[src/rtl/axis_pkg.sv]
// Shared types and helpers for the AXI-Stream frame generator and its checkers.
package axis_pkg;

  typedef enum logic {IDLE = 1'b0, SEND = 1'b1} gen_state_t;

  // Widest keep vector the helpers support (1024-bit data path).
  localparam int unsigned MAX_KW = 128;

  // Last-beat byte enables: low rem lanes set, or all kw lanes when rem is 0.
  function automatic logic [MAX_KW-1:0] keep_mask(input int unsigned rem, input int unsigned kw);
    logic [MAX_KW-1:0] m;
    int unsigned       n;
    n = (rem == 0) ? kw : rem;
    m = '0;
    for (int unsigned i = 0; i < MAX_KW; i++) begin
      m[i] = (i < n);
    end
    return m;
  endfunction

  function automatic logic [16:0] beats(input int unsigned len, input int unsigned kw);
    return 17'((len + kw - 1) / kw);
  endfunction

endpackage

[src/rtl/axis_pkt_gen.sv]
// Frame generator: one incrementing-byte frame per start; beat 0 appears the cycle after start.
// Backpressure: every m_* output holds while m_valid & !m_ready; outputs are all registered.
module axis_pkt_gen
  import axis_pkg::*;
#(
  parameter int  DATA_WIDTH = 32,
  parameter int  USER_WIDTH = 2,
  localparam int KEEP_WIDTH = DATA_WIDTH / 8
) (
  input  logic                  clk,
  input  logic                  rst,
  input  logic                  start,
  input  logic [15:0]           len_bytes,
  input  logic [7:0]            seed,
  input  logic [USER_WIDTH-1:0] user_in,
  output logic [DATA_WIDTH-1:0] m_data,
  output logic [KEEP_WIDTH-1:0] m_keep,
  output logic                  m_last,
  output logic [USER_WIDTH-1:0] m_user,
  output logic                  m_valid,
  input  logic                  m_ready,
  output logic                  busy,
  output logic                  done,
  output logic [15:0]           frame_count
);

  gen_state_t            state_q, state_d;
  logic [15:0]           len_q, len_d;
  logic [7:0]            seed_q, seed_d;
  logic [16:0]           off_q, off_d;
  logic [DATA_WIDTH-1:0] m_data_q, m_data_d;
  logic [KEEP_WIDTH-1:0] m_keep_q, m_keep_d;
  logic                  m_last_q, m_last_d;
  logic [USER_WIDTH-1:0] m_user_q, m_user_d;
  logic                  m_valid_q, m_valid_d;
  logic                  done_q, done_d;
  logic [15:0]           frame_count_q, frame_count_d;

  // Next beat to present: beat 0 of a new frame from IDLE, else the beat after the current one.
  logic [15:0]           bt_len;
  logic [7:0]            bt_seed;
  logic [16:0]           bt_off;
  logic                  bt_last;
  logic [MAX_KW-1:0]     last_mask;
  logic [KEEP_WIDTH-1:0] bt_keep;
  logic [DATA_WIDTH-1:0] bt_data;

  always_comb begin
    bt_len    = (state_q == IDLE) ? len_bytes : len_q;
    bt_seed   = (state_q == IDLE) ? seed : seed_q;
    bt_off    = (state_q == IDLE) ? 17'd0 : off_q + 17'(KEEP_WIDTH);
    bt_last   = ({1'b0, bt_off} + 18'(KEEP_WIDTH)) >= {2'b00, bt_len};
    last_mask = keep_mask(int'(bt_len) % KEEP_WIDTH, KEEP_WIDTH);
    bt_keep   = bt_last ? last_mask[KEEP_WIDTH-1:0] : '1;
    bt_data   = '0;
    for (int k = 0; k < KEEP_WIDTH; k++) begin
      if (bt_keep[k]) begin
        bt_data[8*k +: 8] = bt_seed + bt_off[7:0] + 8'(k);
      end
    end
  end

  always_comb begin
    state_d       = state_q;
    len_d         = len_q;
    seed_d        = seed_q;
    off_d         = off_q;
    m_data_d      = m_data_q;
    m_keep_d      = m_keep_q;
    m_last_d      = m_last_q;
    m_user_d      = m_user_q;
    m_valid_d     = m_valid_q;
    done_d        = 1'b0;
    frame_count_d = frame_count_q;
    case (state_q)
      IDLE: begin
        if (start && (len_bytes != 16'd0)) begin
          state_d   = SEND;
          len_d     = len_bytes;
          seed_d    = seed;
          off_d     = 17'd0;
          m_user_d  = user_in;
          m_valid_d = 1'b1;
          m_data_d  = bt_data;
          m_keep_d  = bt_keep;
          m_last_d  = bt_last;
        end
      end
      SEND: begin
        if (m_ready) begin
          if (m_last_q) begin
            state_d       = IDLE;
            m_valid_d     = 1'b0;
            m_data_d      = '0;
            m_keep_d      = '0;
            m_last_d      = 1'b0;
            m_user_d      = '0;
            done_d        = 1'b1;
            frame_count_d = frame_count_q + 16'd1;
          end else begin
            off_d    = bt_off;
            m_data_d = bt_data;
            m_keep_d = bt_keep;
            m_last_d = bt_last;
          end
        end
      end
      default: state_d = IDLE;
    endcase
  end

  always_ff @(posedge clk) begin
    if (rst) begin
      state_q       <= IDLE;
      len_q         <= '0;
      seed_q        <= '0;
      off_q         <= '0;
      m_data_q      <= '0;
      m_keep_q      <= '0;
      m_last_q      <= 1'b0;
      m_user_q      <= '0;
      m_valid_q     <= 1'b0;
      done_q        <= 1'b0;
      frame_count_q <= '0;
    end else begin
      state_q       <= state_d;
      len_q         <= len_d;
      seed_q        <= seed_d;
      off_q         <= off_d;
      m_data_q      <= m_data_d;
      m_keep_q      <= m_keep_d;
      m_last_q      <= m_last_d;
      m_user_q      <= m_user_d;
      m_valid_q     <= m_valid_d;
      done_q        <= done_d;
      frame_count_q <= frame_count_d;
    end
  end

  assign m_data      = m_data_q;
  assign m_keep      = m_keep_q;
  assign m_last      = m_last_q;
  assign m_user      = m_user_q;
  assign m_valid     = m_valid_q;
  assign busy        = (state_q == SEND);
  assign done        = done_q;
  assign frame_count = frame_count_q;

endmodule

[config.mk]
export PLATFORM = sky130hd
export DESIGN_NAME = axis_pkt_gen
export DESIGN_NICKNAME = d
export VERILOG_FILES = /design/src/rtl/axis_pkg.sv /design/src/rtl/axis_pkt_gen.sv
export SDC_FILE = /design/constraint.sdc
export NUM_CORES = 1
export LEC_CHECK = 0
export BUFFER_PORTS_ARGS = -buffer_cell sky130_fd_sc_hd__buf_4
export CAP_MARGIN = 20
export CORE_MARGIN = 8
export CORE_UTILIZATION = 50
export DETAILED_ROUTE_END_ITERATION = 12
export GPL_ROUTABILITY_DRIVEN = 0
export GPL_TIMING_DRIVEN = 0
export PLACE_DENSITY = 0.81
export SLEW_MARGIN = 30
export SYNTH_ARGS = -nofsm -noshare
export SYNTH_HDL_FRONTEND = slang
export SYNTH_SLANG_ARGS = --single-unit
export TNS_END_PERCENT = 50
[constraint.sdc]
create_clock -name clk -period 6.93 [get_ports clk]
set_clock_uncertainty 0.2 [all_clocks]
set_input_delay 1.386 -clock clk [delete_from_list [all_inputs] [get_ports clk]]
set_output_delay 1.386 -clock clk [all_outputs]
set_load 0.03 [all_outputs]
==> summary.txt, run 1 <==
Outcome
  – Status: finished, final reports clean

Floorplanning
  – Number of I/O pins: 88
  – Die Wd: 123 µm
  – Die Span Y: 123 µm
  – Site Rows: 39
  – Initial Util: 51.0%
  – Core Area: 11,300 µm²
  – Die area: 15,200 µm²

Timing
  – Setup TNS: 0 ns
  – Tmin final: 6.28 ns
  – Pins Over Slew Limit: 0
  – Final Cycle Share: 90.6%
  – Peak Freq: 159 MHz
  – Final setup viols: 0
  – RSZ-0062 raised after global routing: false
  – Endpoints failing hold: 0
  – Least-Margin Pin Slew: 0.894 ns
  – Max-slew headroom: 39.7%
  – Worst hold slack: 0.260 ns

Global routing
  – Initial antenna violation count: 0
  – Vias in the first global route: 5,533
  – Total track usage: 22.0%
  – Largest net degree at the start of global routing: 18
  – GR Overflow Total: 0
  – First-pass GRT wire length: 26.7 mm

Drt
  – Final ANT Viol Nets: 0
  – Routed vias: 5,619
  – Aggregate routed wire length: 16.5 mm
  – Drt first-iter violations: 501
  – WL/cell: 17.7 µm
  – Initial DRT Pass Iterations: 5
  – Vias per Instance: 6.02
  – DRC violations left: 0

Synth
  – Post-synthesis sequential area ratio: 34.4%
  – Number of synthesized flops with an enable pin: 0
  – Ys Warns: 0
  – Gate Count Post-Synth: 688
  – Fraction of registers with async set/reset: 0%
  – Synth area leaders: dfxtp_1, nand2_1, ha_1
  – Cell taking the most area after synthesis: dfxtp_1
  – Post-Syn Area: 5770 µm²
  – Post-synth top area share: 34.4%
  – Synth Flop Type: dfxtp_1
  – Distinct cells, synth: 68
  – Avg Inst Size Synth: 8.39 µm²
  – Syn Nets: 751
  – Synthesized flop and latch total: 99

Layout
  – Layout Nets: 849
  – Final Cell Area: 6900 µm²
  – Area grow syn2layout: 19.6%
  – Non-Filler Instances: 933
  – Layout cells sized above 1: 18.1%
  – Most frequent cells in the layout: nand2_1, dfxtp_1, buf_4
  – Area taken by multi-input logic gates: 3560 µm²
  – Inserted Diodes: 0
  – Register area: 1980 µm²
  – Total of fill cells in the finished design: 986
  – Final core utilization: 60.9%
  – Commonest non-fill, non-tap cell in the layout: nand2_1

Clock tree
  – Worst-Skew Late Latency: 0.36 ns
  – Clk root buf: clkbuf_16
  – Clk slew on worst S/H paths: 0.07 ns
  – Clock buffer depth: 2
  – CTS Buf Count: 9
  – CTS Hold Bufs: 0
  – Clock Sinks: 99
  – CTS tree: yes
  – Setup Buffers After CTS: 0
  – PostCTS Resize Cnt: 0
  – Number of H-tree levels: 3

Setup path
  – Slowest cell on the critical path: o21ai_0
  – Worst EP arrival: 6.33 ns
  – Worst r2r src: busy
  – Worst Path Class, Setup: register to register
  – RR Endpoint: m_data[9]
  – CP peak stage delay: 0.71 ns
  – R2R depth: 18
  – Worst-path cell chain: buf_2 -> buf_2 -> buf_1 -> buf_1 -> and2_1 -> ha_1 -> and4_4 -> and4_1 -> buf_4 -> nand4_1 -> xnor2_1 -> ha_1 -> nand4_1 -> or4_1 -> o21ai_0 -> nor3b_4 -> a211o_2 -> a32o_1
  – WP data required: 6.98 ns
  – CP Capture Type: register
  – CP startpoint kind: register
  – Origin of the worst setup path: busy
  – Max Fanout on Critical Path: 10
  – Reg2Reg Setup Slack: 0.65 ns

Placed design
  – Area after DPL: 6600 µm²
  – Port bufs: 87
  – Placed insts: 918
  – Final HPWL DP: 12.5 mm

Pwr
  – Static Leak: 2.77 nW
  – Power Dens Cells: 205 nW/µm²
  – VDD IR max: 131 µV

Worst hold path
  – Hold path endpoint: len_q[12]
  – Hold Crit Class: register to register
  – Worst Hold Launch: len_q[12]
  – Hold Crit Depth: 2

Job
  – Max_cap viols: 0
-- per-stage QoR --
stage,setup slack (ns),total power [mW]
final,0.648,1.41
after global routing,0.397,1.46
after CTS,0.790,1.41
after detailed placement,0.821,0.910
after global placement,0.925,0.901
after floorplan,1.69,0.809
-- critical path, delay by kind of cell, from the launching register on --
| family | cells | cell delay [ns] |
|---|---|---|
| flops | 1 | 0.41 |
| simple gates | 7 | 1.58 |
| buf+inv | 5 | 1.78 |
| xor+xnor | 1 | 0.20 |
| fa+ha+maj | 2 | 0.54 |
| compound gates | 3 | 1.47 |
-- area by class of cell --
type | count | area share (%)
clock buffers | 9 | 3.27
multi-input cells | 537 | 51.6
plain buffers | 43 | 2.79
clock inverters | 6 | 1.03
flip-flops and latches | 99 | 28.7
repair buffers | 87 | 9.47
well taps | 143 | 2.59
inverters | 9 | 0.490
-- synthesized netlist by cell type, types with 13 or more instances --
cell,number
xnor2_1,27
dfxtp_1,99
a21oi_1,59
nand3_1,22
nor2_1,51
mux2i_1,18
ha_1,32
o21ai_0,14
a32o_1,21
xor2_1,23
and3_1,13
clkbuf_1,25
nand2_1,115
-- sequential cells by signal, summed over array words and instances (netlist names) --
name / flops
seed_q: 8
len_q: 16
frame_count: 16
m_last: 1
done: 1
m_valid: 1
off_q: 17
m_data: 32
busy: 1
m_keep: 4
m_user: 2
-- worst max path at each step --
| stage | end | cells after the start |
|---|---|---|
| 6_report | m_data[9] | 18 |
| 2_1_floorplan | m_data[8] | 18 |
| 3_5_place_dp | m_data[9] | 18 |
| 5_1_grt | m_data[9] | 18 |
| 3_3_place_gp | m_data[9] | 18 |
| 4_1_cts | m_data[9] | 18 |
-- routing by layer --
metal / share of wire, % / vias up / wire, µm / GRT usage [%]
met5: 0 / - / 0 / 0
met4: 3.1 / 0 / 504 / 10.8
met3: 6.6 / 46 / 1080 / 3.47
met2: 50 / 243 / 8270 / 38.3
met1: 40 / 2662 / 6630 / 25.8
li1: - / 2668 / - / -
-- power by group --
| part | internal, mW | switching, mW | total (mW) |
|---|---|---|---|
| Clock | 0.282 | 0.231 | 0.513 |
| Sequential | 0.599 | 0.0190 | 0.618 |
| Combinational | 0.107 | 0.177 | 0.284 |
| Total | 0.987 | 0.427 | 1.41 |
-- kinds of logic after synthesis --
kind of cell               share of synthesized area [%]
muxes                                               4.97
DFF                                                 34.4
adders and majority gates                           7.29
buffers and inverters                               3.93
and+or+nand+nor                                     22.3
xor gates and xnor gates                            8.00
AOI/OAI and AO/OA                                   19.2
Note: power is estimated with default switching activity, not from simulation.
==> run 2: changes to the inputs <==
--- a/config.mk
+++ b/config.mk
@@ -12,7 +12,7 @@
 export DETAILED_ROUTE_END_ITERATION = 12
 export GPL_ROUTABILITY_DRIVEN = 0
 export GPL_TIMING_DRIVEN = 0
-export PLACE_DENSITY = 0.81
+export PLACE_DENSITY_LB_ADDON = 0.2
 export SLEW_MARGIN = 30
 export SYNTH_ARGS = -nofsm -noshare
 export SYNTH_HDL_FRONTEND = slang
==> run 2 against run 1 <==
Compared with the run above:
- cell area grew 0.34%
- total power grew 1.5%
- die area is the same
- setup slack gained 0.091 ns
- cell count grew 0.11%
- global-route usage shrank 0.44 points
- non-clock buffer count is the same
- combinational power is essentially flat
==> summary.txt, run 2 (synthesis gave the netlist of run 1 again) <==
Outcome
  – Status: finished, final reports clean

Timing
  – Worst hold slack: 0.260 ns (+0.000361 ns)
  – Endpoints failing hold: 0 (unchanged)
  – Max-slew headroom: 45.1% (+5.4 points)
  – Tmin final: 6.19 ns (-0.0908 ns)
  – Final setup viols: 0 (unchanged)
  – Peak Freq: 162 MHz (+1.5%)
  – Final Cycle Share: 89.3% (-1.3 points)
  – Pins Over Slew Limit: 0 (unchanged)
  – RSZ-0062 raised after global routing: false
  – Setup TNS: 0 ns (unchanged)
  – Least-Margin Pin Slew: 0.821 ns (-0.0738 ns)

Pwr
  – Reg power frac: 43.0% (-0.7 points)
  – Net Switching: 0.441 mW (+3.2%)
  – Static Leak: 2.79 nW (+0.63%)
  – Total design power: 1.44 mW (+1.5%)
  – Sw Share: 30.7% (+0.49 points)
  – Clock power frac: 37.4% (+1.1 points)
  – VDD IR max: 161 µV (+23%)
  – Cell-internal power: 0.995 mW (+0.84%)
  – Logic pwr share: 19.7% (-0.4 points)
  – Power Dens Cells: 208 nW/µm² (+1.2%)

Clock tree
  – CTS tree: yes
  – CTS Buf Count: 9 (unchanged)
  – Clock buffer depth: 2 (unchanged)
  – Clk root buf: clkbuf_16
  – Worst-Skew Late Latency: 0.36 ns (about the same)
  – CTS Hold Bufs: 0 (unchanged)
  – Clock Sinks: 99 (unchanged)
  – PostCTS Resize Cnt: 0 (unchanged)
  – Setup Buffers After CTS: 0 (unchanged)
  – Number of H-tree levels: 3 (unchanged)
  – Clk slew on worst S/H paths: 0.08 ns (about the same)

Layout
  – Total of fill cells in the finished design: 1,011 (+2.5%)
  – Largest register FFs: 32 (unchanged)
  – Register area: 1980 µm² (unchanged)
  – Layout cells sized above 1: 18.2% (+0.10 points)
  – Commonest non-fill, non-tap cell in the layout: nand2_1
  – Area taken by multi-input logic gates: 3560 µm² (unchanged)
  – Inserted Diodes: 0 (unchanged)
  – Most frequent cells in the layout: nand2_1, dfxtp_1, buf_4
  – Area grow syn2layout: 20.0%
  – Layout Nets: 849 (unchanged)

Global routing
  – GR Overflow Total: 0 (unchanged)
  – Largest net degree at the start of global routing: 20 (+2)
  – Total track usage: 21.6% (-0.44 points)
  – Vias in the first global route: 5,343 (-3.4%)
  – First-pass GRT wire length: 26.0 mm (-2.4%)
  – Initial antenna violation count: 0 (unchanged)

Setup path
  – Max Fanout on Critical Path: 10 (unchanged)
  – Bufs and invs on worst path: 5 (unchanged)
  – Worst r2r src: busy
  – Worst-path cell chain: buf_2 -> buf_2 -> buf_1 -> buf_1 -> and2_1 -> ha_1 -> and4_4 -> and4_1 -> buf_4 -> nand4_1 -> xnor2_1 -> ha_1 -> nand4_1 -> or4_1 -> o21ai_0 -> nor3b_4 -> a211o_2 -> a32o_1
  – WP data required: 6.99 ns (about the same)
  – Worst Path Class, Setup: register to register
  – CP Capture Type: register
  – Reg2Reg Setup Slack: 0.74 ns (+0.09 ns)
  – Worst EP arrival: 6.25 ns (-0.08 ns)
  – CP startpoint kind: register
  – CP peak stage delay: 0.64 ns (-0.07 ns)
  – Origin of the worst setup path: busy
  – Slowest cell on the critical path: o21ai_0
  – R2R depth: 18 (unchanged)
  – RR Endpoint: m_data[9]
  – Top Family by Delay on Critical Path: buffers and inverters

Placed design
  – Final HPWL DP: 12.7 mm (+1.9%)
  – Port bufs: 87 (unchanged)

Drt
  – Final ANT Viol Nets: 0 (unchanged)
  – DRC violations left: 0 (unchanged)
  – Aggregate routed wire length: 16.4 mm (-0.32%)
  – Drt first-iter violations: 364 (-27%)
  – WL/cell: 17.6 µm (-0.42%)
  – Initial DRT Pass Iterations: 5 (unchanged)
  – Routed vias: 5,513 (-1.9%)
  – Vias per Instance: 5.90 (-2.0%)

Job
  – Max_cap viols: 0 (unchanged)

Worst hold path
  – Worst Hold Launch: len_q[1]
  – Hold path endpoint: len_q[1]
  – Hold Crit Class: register to register
  – Hold Crit Depth: 2 (unchanged)

Floorplanning
  – Core Area: 11,300 µm² (unchanged)
  – Number of I/O pins: 88 (unchanged)
  – Site Rows: 39 (unchanged)
  – Die Span Y: 123 µm (unchanged)
  – Initial Util: 51.0% (unchanged)
  – Die Wd: 123 µm (unchanged)
  – Die area: 15,200 µm² (unchanged)
==> run 2: cell count changes in the layout (fill, tap and decap cells not counted) <==
cell and delta:
clkinv_4 +3, clkinv_8 +1, inv_8 +2, inv_6 -3, clkinvlp_4 -2
==> run 2: worst max path at each step <==
| stage | slack (ns) | cells past startpoint | endpoint |
|---|---|---|---|
| after floorplan | 1.69 | 18 | m_data[8] |
| after global placement | 0.95 | 18 | m_data[9] |
| after detailed placement | 0.87 | 18 | m_data[9] |
| after CTS | 0.84 | 18 | m_data[9] |
| after global routing | 0.53 | 18 | m_data[9] |
| final | 0.74 | 18 | m_data[9] |
==> run 2: routing by layer <==
layer	share of wire, %	routed length, µm	vias to the layer above	GRT usage, %
met2	50	8170	175	36.8
met1	42	6910	2631	26.1
met5	0	0	-	0
li1	-	-	2671	-
met4	2.2	359	0	7.45
met3	6.1	1000	36	5.07
==> run 2: metrics by stage <==
step / area (µm²) / utilization, % / cells / worst slack, ns
2_1_floorplan: 5770 / - / 688 / 1.69
3_3_place_gp: 6600 / 58.3 / 918 / 0.952
3_5_place_dp: 6600 / 58.3 / 918 / 0.866
4_1_cts: 6920 / 61.1 / 934 / 0.839
5_1_grt: 6920 / 61.1 / 934 / 0.525
6_report: 6920 / 61.1 / 934 / 0.739
==> run 2: layout make-up <==
| cell class | count | area share (%) |
|---|---|---|
| multi-input combinational | 537 | 51.4 |
| buffer | 43 | 2.78 |
| tap | 143 | 2.58 |
| clock inverter | 7 | 1.37 |
| timing repair buffer | 87 | 9.44 |
| inverter | 9 | 0.488 |
| clock buffer | 9 | 3.25 |
| sequential | 99 | 28.6 |
==> run 2: tightest hold or removal path: stages (launching register included) <==
cell and delay [ns]:
dfxtp_1 0.31, nand2_1 0.05, a21oi_1 0.05
==> run 2: power groups by stage <==
stage / combinational (mW) / sequential [mW] / clock (mW)
4_1_cts: 0.282 / 0.617 / 0.547
6_report: 0.282 / 0.617 / 0.537
5_1_grt: 0.306 / 0.620 / 0.569
3_3_place_gp: 0.275 / 0.629 / 0
2_1_floorplan: 0.141 / 0.668 / 0
3_5_place_dp: 0.280 / 0.630 / 0
